===== src/rtl/cl_pkg.sv =====
// rtl/cl_pkg.sv - shared op encodings, FSM state type and mask helpers for the logic-cell op decoder
package cl_pkg;

    typedef enum logic [1:0] {
        ST_IDLE    = 2'd0,
        ST_COLLECT = 2'd1,
        ST_DONE    = 2'd2
    } state_t;

    localparam logic [1:0] OP_AND = 2'd0;
    localparam logic [1:0] OP_OR  = 2'd1;
    localparam logic [1:0] OP_XOR = 2'd2;
    localparam logic [1:0] OP_NOT = 2'd3;

    function automatic logic [2:0] popcount4(input logic [3:0] m);
        return {2'b00, m[0]} + {2'b00, m[1]} + {2'b00, m[2]} + {2'b00, m[3]};
    endfunction

    // Lowest surviving candidate wins; an empty mask reports OP_AND.
    function automatic logic [1:0] lowest_op(input logic [3:0] m);
        if (m[0])      return OP_AND;
        else if (m[1]) return OP_OR;
        else if (m[2]) return OP_XOR;
        else if (m[3]) return OP_NOT;
        else           return OP_AND;
    endfunction

endpackage


===== src/rtl/cl_op_decoder_if.sv =====
// rtl/cl_op_decoder_if.sv - sample handshake and result bus of the logic-cell op decoder
interface cl_op_decoder_if;
    logic       start;
    logic       in_valid;
    logic       in_ready;
    logic       a;
    logic       b;
    logic       y;
    logic       done;
    logic [1:0] op;
    logic       is_unique;
    logic       none;
    logic [3:0] cand;
    logic       timeout;

    modport master (
        output start, in_valid, a, b, y,
        input  in_ready, done, op, is_unique, none, cand, timeout
    );

    modport slave (
        input  start, in_valid, a, b, y,
        output in_ready, done, op, is_unique, none, cand, timeout
    );
endinterface


===== src/rtl/cl_match.sv =====
// rtl/cl_match.sv - per-op consistency of one (a, b, y) sample against all four logic-cell ops
module cl_match
    import cl_pkg::*;
(
    input  logic       a,
    input  logic       b,
    input  logic       y,
    output logic [3:0] match
);

    assign match[OP_AND] = ((a & b) == y);
    assign match[OP_OR]  = ((a | b) == y);
    assign match[OP_XOR] = ((a ^ b) == y);
    assign match[OP_NOT] = ((~a) == y);

endmodule


===== src/rtl/cl_op_decoder.sv =====
// rtl/cl_op_decoder.sv - identifies a logic-cell op from observed samples; CL_OP_DECODER_TIMEOUT_EN adds an inactivity abort
module cl_op_decoder
    import cl_pkg::*;
#(
    parameter int MAX_SAMPLES    = 8,
    parameter int TIMEOUT_CYCLES = 16
) (
    input  logic            clk,
    input  logic            rst_n,
    cl_op_decoder_if.slave  bus
);

    state_t     state, state_nxt;
    logic [3:0] cand, cand_upd, match;
    logic [3:0] count;
    logic       accept, decide, tmo_hit;

    cl_match u_match (
        .a     (bus.a),
        .b     (bus.b),
        .y     (bus.y),
        .match (match)
    );

    // A sample arriving together with start belongs to the aborted run and is dropped.
    assign accept   = bus.in_valid && (state == ST_COLLECT) && !bus.start;
    assign cand_upd = cand & match;
    assign decide   = accept && ((popcount4(cand_upd) <= 3'd1) ||
                                 ((count + 4'd1) == 4'(MAX_SAMPLES)));

`ifdef CL_OP_DECODER_TIMEOUT_EN
    localparam int TW = $clog2(TIMEOUT_CYCLES + 1);
    logic [TW-1:0] idle_cnt;
    logic          timeout_q;

    always_ff @(posedge clk) begin
        if (!rst_n || bus.start || accept || state != ST_COLLECT)
            idle_cnt <= '0;
        else if (idle_cnt != TW'(TIMEOUT_CYCLES))
            idle_cnt <= idle_cnt + 1'b1;
    end

    assign tmo_hit = (state == ST_COLLECT) && !bus.start && !accept &&
                     (idle_cnt == TW'(TIMEOUT_CYCLES - 1));

    always_ff @(posedge clk) begin
        if (!rst_n || bus.start)
            timeout_q <= 1'b0;
        else if (tmo_hit)
            timeout_q <= 1'b1;
    end

    assign bus.timeout = timeout_q;
`else
    assign tmo_hit     = 1'b0;
    assign bus.timeout = 1'b0;
`endif

    always_ff @(posedge clk) begin
        if (!rst_n)
            state <= ST_IDLE;
        else
            state <= state_nxt;
    end

    always_comb begin
        state_nxt = state;
        case (state)
            ST_IDLE:    if (bus.start) state_nxt = ST_COLLECT;
            ST_COLLECT: begin
                if (bus.start)             state_nxt = ST_COLLECT;
                else if (decide || tmo_hit) state_nxt = ST_DONE;
            end
            ST_DONE:    if (bus.start) state_nxt = ST_COLLECT;
            default:    state_nxt = ST_IDLE;
        endcase
    end

    always_ff @(posedge clk) begin
        if (!rst_n || bus.start) begin
            cand  <= 4'b1111;
            count <= 4'd0;
        end else if (accept) begin
            cand <= cand_upd;
            if (count != 4'(MAX_SAMPLES))
                count <= count + 4'd1;
        end
    end

    always_comb begin
        bus.in_ready  = (state == ST_COLLECT);
        bus.done      = 1'b0;
        bus.op        = 2'b00;
        bus.is_unique = 1'b0;
        bus.none      = 1'b0;
        if (state == ST_DONE) begin
            bus.done      = 1'b1;
            bus.op        = lowest_op(cand);
            bus.is_unique = (popcount4(cand) == 3'd1);
            bus.none      = (cand == 4'b0000);
        end
    end

    assign bus.cand = cand;

endmodule


===== src/flat_wrapper.sv =====
// flat-port wrapper written by rule: the top's interface ports become plain ports
module cl_op_decoder_flat import cl_pkg::*;
#(
    parameter int MAX_SAMPLES    = 8,
    parameter int TIMEOUT_CYCLES = 16
)
  (clk, rst_n, bus_start, bus_in_valid, bus_a, bus_b, bus_y, bus_in_ready, bus_done, bus_op, bus_is_unique, bus_none, bus_cand, bus_timeout);
  cl_op_decoder_if bus_i ();
  input  logic clk;
  input  logic rst_n;
  input wire logic [$bits(bus_i.start)-1:0] bus_start;
  input wire logic [$bits(bus_i.in_valid)-1:0] bus_in_valid;
  input wire logic [$bits(bus_i.a)-1:0] bus_a;
  input wire logic [$bits(bus_i.b)-1:0] bus_b;
  input wire logic [$bits(bus_i.y)-1:0] bus_y;
  output wire logic [$bits(bus_i.in_ready)-1:0] bus_in_ready;
  output wire logic [$bits(bus_i.done)-1:0] bus_done;
  output wire logic [$bits(bus_i.op)-1:0] bus_op;
  output wire logic [$bits(bus_i.is_unique)-1:0] bus_is_unique;
  output wire logic [$bits(bus_i.none)-1:0] bus_none;
  output wire logic [$bits(bus_i.cand)-1:0] bus_cand;
  output wire logic [$bits(bus_i.timeout)-1:0] bus_timeout;
  assign bus_i.start = bus_start;
  assign bus_i.in_valid = bus_in_valid;
  assign bus_i.a = bus_a;
  assign bus_i.b = bus_b;
  assign bus_i.y = bus_y;
  assign bus_in_ready = bus_i.in_ready;
  assign bus_done = bus_i.done;
  assign bus_op = bus_i.op;
  assign bus_is_unique = bus_i.is_unique;
  assign bus_none = bus_i.none;
  assign bus_cand = bus_i.cand;
  assign bus_timeout = bus_i.timeout;
  cl_op_decoder #(.MAX_SAMPLES(MAX_SAMPLES), .TIMEOUT_CYCLES(TIMEOUT_CYCLES)) u_core (.clk(clk), .rst_n(rst_n), .bus(bus_i));
endmodule

===== config.mk =====
export PLATFORM = sky130hd
export DESIGN_NAME = cl_op_decoder_flat
export DESIGN_NICKNAME = d
export VERILOG_FILES = /design/src/rtl/cl_pkg.sv /design/src/rtl/cl_op_decoder_if.sv /design/src/rtl/cl_match.sv /design/src/rtl/cl_op_decoder.sv /design/src/flat_wrapper.sv
export SDC_FILE = /design/constraint.sdc
export NUM_CORES = 1
export LEC_CHECK = 0
export BUFFER_PORTS_ARGS = -buffer_cell sky130_fd_sc_hd__buf_2
export CAP_MARGIN = 25
export CORE_MARGIN = 8
export CORE_UTILIZATION = 56
export DETAILED_ROUTE_END_ITERATION = 6
export PLACE_DENSITY = 0.8
export SKIP_LAST_GASP = 1
export SYNTH_ARGS = -nofsm -noshare
export SYNTH_HDL_FRONTEND = slang
export SYNTH_SLANG_ARGS = --single-unit

===== constraint.sdc =====
create_clock -name clk -period 5.91 [get_ports clk]
set_clock_uncertainty 0.15 [all_clocks]
set_input_delay 0.8865 -clock clk [delete_from_list [all_inputs] [get_ports clk]]
set_output_delay 0.8865 -clock clk [all_outputs]
set_load 0.005 [all_outputs]

==> results of run 1 <==
cells in the mapped netlist:
cell       count  share of area [%]
fa_1           2                5.0
nand2b_1       2                1.6
nand2_1        3                1.4
nor2_1         6                2.8
and3b_1        1                1.1
and3_1         1               0.79
nor2b_1        2                1.6
o211ai_1       1               0.95
clkbuf_1       1               0.47
nand4bb_1      1                1.4
dfxtp_1       10                 25
nand3_1        4                2.5
and4bb_2       1                1.6
ha_1          11                 17
a21oi_1        8                5.0
nor4_1         2                1.6
a211o_1        4                4.4
inv_1         14                6.6
or3_1          1               0.79
a221o_1        2                2.5
xnor2_1        2                2.2
xor2_1         2                2.2
conb_1         1               0.47
o21ai_0        5                3.1
o21a_1         1               0.95
nand3b_1       3                2.8
a21bo_2        1                1.3
buf_4          1               0.95
nor3_1         1               0.63
buf_2          1               0.63
area by class of cell:
| class | count | share of cell area, % |
|---|---|---|
| Multi-Input combinational cell | 68 | 57.53 |
| Sequential cell | 10 | 21.92 |
| Timing Repair Buffer | 16 | 8.767 |
| Inverter | 14 | 5.753 |
| Clock buffer | 4 | 3.973 |
| Tap cell | 15 | 2.055 |
layer usage:
metal / vias up / track usage, % / share of wire [%]
met4: 0 / 2.521 / 0
met1: 342 / 15.09 / 45
met5: - / 0 / 0
li1: 360 / - / -
met3: 0 / 6.061 / 7.3
met2: 20 / 20.27 / 48
how the worst min path moves through the flow:
| stage | to | from | cells after the start | slack (ps) |
|---|---|---|---|---|
| finish | u_core.count[2] | u_core.count[2] | 2 | 380 |
| global route | u_core.count[2] | u_core.count[2] | 2 | 430 |
| CTS | u_core.count[2] | u_core.count[2] | 2 | 380 |
| detailed placement | u_core.count[2] | u_core.count[2] | 2 | 370 |
| global placement | u_core.count[2] | u_core.count[2] | 2 | 370 |
| floorplan | u_core.count[3] | u_core.count[3] | 2 | 340 |
metrics by stage:
stage               total power [mW]  hold slack (ps)  setup slack (ps)  util [%]
finish                        0.1812            378.7              2684     69.33
global placement              0.1166            367.0              2770     66.57
CTS                           0.1825            380.8              2670     69.33
detailed placement            0.1200            371.0              2720     66.57
floorplan                     0.1075            344.5              2961         -
global route                  0.1922            425.1              2521     69.33
worst register-to-register path, stage by stage, from the launching register on:
cell and delay, ps:
dfxtp_1 420, inv_1 90, nor2_1 160, ha_1 260, fa_1 400, inv_1 90
ha_1 120, nor2_1 50, a221o_1 350, o21a_1 170
registers in the layout, summed over array words and instances (netlist names):
| register | flops |
|---|---|
| u_core.bus.cand | 4 |
| u_core.count | 4 |
| u_core.state | 2 |
power groups by stage:
stage	clock (mW)	sequential (mW)	combinational [mW]
finish	0.0624	0.0726	0.0461
global route	0.0675	0.0732	0.0515
CTS	0.0639	0.0726	0.0460
detailed placement	0	0.0741	0.0459
global placement	0	0.0738	0.0428
floorplan	0	0.0732	0.0343
logic make-up (layout without fill, tap and decap cells):
logic type                 count (synthesis)  after routing  share of synthesized area, %
adders and majority gates                 13             13                         22.36
buffers and inverters                     17             34                         8.661
other                                      1              1                        0.4720
and+or+nand+nor                           28             28                         20.63
AOI/OAI and AO/OA                         22             22                         18.27
xor gates and xnor gates                   4              4                         4.410
DFF                                       10             10                         25.20
==> results.sh, run 1 <==
export IMPL_crit_required_ps=4870
export IMPL_drt_initial_drc_count=15
export IMPL_worstSetupStartpoint="u_core.bus.cand[0]"
export IMPL_placement_io_buffers=16
export IMPL_finalCritPeriodShare_pct=54.58
export IMPL_grt_ovfl_total=0
export IMPL_slowest_delay_ps=420
export IMPL_cts_max_level=1
export IMPL_seq_area_frac_synth_pct=25.20
export IMPL_power_density_mw_per_mm2=198.3
export IMPL_crit_end="bus_is_unique"
export IMPL_cp_arrival_ps=2190
export IMPL_cts_root_buf="clkbuf_4"
export IMPL_fin_area_um2=913.4
export IMPL_path_delay_family="adder cells"
export IMPL_syn_area_um2=794.5
export IMPL_p_int_uw=128.0
export IMPL_ys_warn_count=0
export IMPL_cts_hold_buf=0
export IMPL_dieArea_mm2=0.002880
export IMPL_peakVddDrop_mv=0.1522
export IMPL_rows=13
export IMPL_pwr_share_comb_pct=25.5
export IMPL_num_antenna_cells=0
export IMPL_antenna_left=0
export IMPL_cts_repair_resized=0
export IMPL_rr_endpoint="u_core.state[1]"
export IMPL_max_freq_mhz=310.0
export IMPL_initial_core_util_pct=60.30
export IMPL_antenna_found_initial=0
export IMPL_final_cell_mix="16 x buf_2, 14 x inv_1, 11 x ha_1"
export IMPL_startpoint_type="register"
export IMPL_die_h_um=53.67
export IMPL_final_cells=127
export IMPL_ys_ff_latch=10
export IMPL_crit_path_top_delay_cell="dfxtp_1"
export IMPL_avgSynthCellArea_um2=8.363
export IMPL_path_clk_slew_ps=60
export IMPL_die_x_um=53.67
export IMPL_worstPathMaxFanout=6
export IMPL_vias=722
export IMPL_clock_sinks=10
export IMPL_crit_buf_inv=4
export IMPL_crit_cells=8
export IMPL_maxCapViolations=0
export IMPL_post_cts_buffers=0
export IMPL_multiInputGateArea_um2=525.5
export IMPL_place_gp_congestion=0.8304
export IMPL_via_per_inst=5.685
export IMPL_drt_pre_antenna_iters=4
export IMPL_ff_latch_area_um2=200.2
export IMPL_pin_count=18
export IMPL_core_mm2=0.001318
export IMPL_p_sw_uw=53.14
export IMPL_clock_path_buffers=2
export IMPL_reg2reg_from="u_core.bus.cand[0]"
export IMPL_wirelength_um=1724
export IMPL_dp_cells=123
export IMPL_r2r_slack_ps=3540
export IMPL_fin_crit_ps=3226
export IMPL_syn_inst=95
export IMPL_synth_cell_types=30
export IMPL_layout_commonest_cell="buf_2"
export IMPL_r2r_cells=9
export IMPL_seqPwrFrac_pct=40.1
export IMPL_grt_start_max_net_pins=11
export IMPL_clkPwrFrac_pct=34.5
export IMPL_status="complete, no violations"
export IMPL_syn_nets=115
export IMPL_leakagePower_nw=0.4319
export IMPL_critical_path_class="reg2out"
export IMPL_finalNetCount=133
export IMPL_cts_buffers=3
export IMPL_hp_class="reg2reg"
export IMPL_crit_top_cell="inv_1"
export IMPL_grt_pass1_vias=683
export IMPL_finalSetupViolations=0
export IMPL_drive_gt1_share_pct=19.64
export IMPL_grt_setup_unrepaired="false"
export IMPL_switching_share_pct=29.34
export IMPL_finalHoldViolCount=0
export IMPL_grt_first_pass_wirelength_um=2787
export IMPL_drv_slew=0
export IMPL_grt_util_all_layers_pct=12.66
export IMPL_drcViolationCount=0
export IMPL_tritoncts="yes"
export IMPL_crit_chain="inv_1 -> ha_1 -> inv_1 -> fa_1 -> inv_1 -> ha_1 -> nor4_1 -> buf_2"
export IMPL_worstSkewPairLatency_ps=270
export IMPL_syn_to_final_growth_pct=14.96
export IMPL_dpl_cell_area_um2=877.1
export IMPL_dpl_hpwl_um=1393
export IMPL_tns_ps=0
export IMPL_cp_end_kind="output port"
export IMPL_nFillCells=110
export IMPL_wl_per_cell_um=13.57
Note: power is estimated with default switching activity, not from simulation.
==> run 2: changes to the inputs <==
--- a/config.mk
+++ b/config.mk
@@ -8,9 +8,9 @@
 export BUFFER_PORTS_ARGS = -buffer_cell sky130_fd_sc_hd__buf_2
 export CAP_MARGIN = 25
 export CORE_MARGIN = 8
-export CORE_UTILIZATION = 56
+export CORE_UTILIZATION = 52
 export DETAILED_ROUTE_END_ITERATION = 6
-export PLACE_DENSITY = 0.8
+export PLACE_DENSITY = 0.75
 export SKIP_LAST_GASP = 1
 export SYNTH_ARGS = -nofsm -noshare
 export SYNTH_HDL_FRONTEND = slang
==> constraint.sdc (replaced) <==
create_clock -name clk -period 3 [get_ports clk]
set_clock_uncertainty 0.15 [all_clocks]
set_input_delay 0.45 -clock clk [delete_from_list [all_inputs] [get_ports clk]]
set_output_delay 0.45 -clock clk [all_outputs]
set_load 0.005 [all_outputs]
==> run 2 against run 1 <==
  * Register-to-register slack got worse by 2900 ps
  * Total power increased by 80%
  * Combinational power increased by 100%
  * Final area decreased by 1.4%
  * Worst setup slack got worse by 2400 ps
  * Worst hold slack got worse by 60 ps
  * Sequential power increased by 97%
  * Routed wire length decreased by 2.6%
  * Die area increased by 5.4%
  * Non-clock buffer count unchanged
  * Critical path type unchanged
  * Critical endpoint unchanged
==> results.sh, run 2 (synthesis results as in run 1) <==
export IMPL_syn_to_final_growth_pct=13.39
export IMPL_fin_total_pwr_uw=325.5
export IMPL_finalHoldViolCount=0
export IMPL_worstSkewPairLatency_ps=270
export IMPL_antenna_left=0
export IMPL_finalSetupViolations=0
export IMPL_drcViolationCount=0
export IMPL_crit_buf_inv=4
export IMPL_cp_arrival_ps=2150
export IMPL_wirelength_um=1680
export IMPL_tns_ps=0
export IMPL_crit_top_cell="inv_1"
export IMPL_clkPwrFrac_pct=27.3
export IMPL_cts_root_buf="clkbuf_4"
export IMPL_place_gp_congestion=0.7825
export IMPL_p_int_uw=224.8
export IMPL_dpl_hpwl_um=1404
export IMPL_post_cts_buffers=0
export IMPL_dp_cells=124
export IMPL_maxCapViolations=0
export IMPL_critical_path_class="reg2out"
export IMPL_dieArea_mm2=0.003035
export IMPL_cts_repair_resized=0
export IMPL_fin_hold_ws_ps=318.4
export IMPL_finalNetCount=133
export IMPL_peakVddDrop_mv=0.2563
export IMPL_max_freq_mhz=363.9
export IMPL_timing_final_ws_setup_ps=252.3
export IMPL_path_clk_slew_ps=60
export IMPL_cts_buffers=3
export IMPL_top_regs="u_core.bus.cand: 4 flops, u_core.count: 4 flops, u_core.state: 2 flops"
export IMPL_grt_util_all_layers_pct=12.62
export IMPL_cts_max_level=1
export IMPL_grt_first_pass_wirelength_um=2801
export IMPL_drt_pre_antenna_iters=4
export IMPL_placement_io_buffers=16
export IMPL_startpoint_type="register"
export IMPL_hp_class="in2reg"
export IMPL_core_mm2=0.001471
export IMPL_final_cell_mix="16 x buf_2, 14 x inv_1, 11 x ha_1"
export IMPL_final_cells=127
export IMPL_clock_path_buffers=2
export IMPL_fin_area_um2=900.9
export IMPL_fin_util_pct=61.22
export IMPL_power_density_mw_per_mm2=361.3
export IMPL_switching_share_pct=30.94
export IMPL_crit_path_top_delay_cell="dfxtp_1"
export IMPL_drive_gt1_share_pct=18.92
export IMPL_seqPwrFrac_pct=43.9
export IMPL_rows=14
export IMPL_drt_initial_drc_count=7
export IMPL_cts_hold_buf=0
export IMPL_drv_slew=0
export IMPL_finalCritPeriodShare_pct=91.59
export IMPL_grt_ovfl_total=0
export IMPL_die_h_um=55.09
export IMPL_crit_chain="inv_1 -> ha_1 -> inv_1 -> fa_1 -> inv_1 -> ha_1 -> nor4_1 -> buf_2"
export IMPL_layout_commonest_cell="buf_2"
export IMPL_clock_sinks=10
export IMPL_die_x_um=55.09
export IMPL_num_antenna_cells=0
export IMPL_worstPathMaxFanout=6
export IMPL_grt_start_max_net_pins=11
export IMPL_dp_slack_ps=210.3
export IMPL_leakagePower_nw=0.4247
export IMPL_grt_pass1_vias=665
export IMPL_dpl_cell_area_um2=878.3
export IMPL_initial_core_util_pct=54.00
export IMPL_antenna_found_initial=0
export IMPL_tritoncts="yes"
export IMPL_pwr_share_comb_pct=28.8
export IMPL_slowest_delay_ps=420
export IMPL_cp_end_kind="output port"
export IMPL_grt_setup_unrepaired="false"
export IMPL_path_delay_family="adder cells"
export IMPL_fin_crit_ps=2748
export IMPL_p_sw_uw=100.7
export IMPL_status="complete, no violations"
export IMPL_vias=692
export IMPL_via_per_inst=5.449
export IMPL_wl_per_cell_um=13.23
export IMPL_crit_required_ps=2400
export IMPL_pin_count=18
run 2: worst register-to-register path, stage by stage, from the launching register on:
cell,delay (ps)
dfxtp_1,420
inv_1,80
nor2_1,180
ha_1,270
fa_1,400
inv_1,100
ha_1,120
nor2_1,60
a221o_1,350
o21a_1,170
run 2: final cells by class:
cell class	count	area, um2
flip-flops and latches	10	200.2
repair buffers	16	80.08
inverters	14	52.55
multi-input cells	68	525.5
fillers	148	570.5
clock buffers	3	22.52
well taps	16	20.02
run 2: path summary, 6_finish.rpt:
kind / from / to / slack (ps) / cells after the start
worst max-delay path: u_core.bus.cand[0] / bus_is_unique / 250 / 8
worst min register to register: u_core.count[2] / u_core.count[2] / 380 / 2
worst min-delay path: rst_n / u_core.state[0] / 320 / 3
worst max register to register: u_core.bus.cand[1] / u_core.state[1] / 610 / 9
run 2: power by group through the flow:
stage	registers [mW]	logic [mW]	clock network [mW]
2_1_floorplan	0.144	0.0677	0
3_3_place_gp	0.145	0.0861	0
3_5_place_dp	0.145	0.0942	0
4_1_cts	0.143	0.0944	0.0923
5_1_grt	0.144	0.105	0.0986
6_report	0.143	0.0937	0.0890
run 2: routing by layer:
metal	up-vias	track usage, %	wire length (um)
li1	358	-	-
met1	304	14.97	741
met2	21	18.84	751
met3	9	5.882	126
met4	0	6.000	61
met5	-	0	0
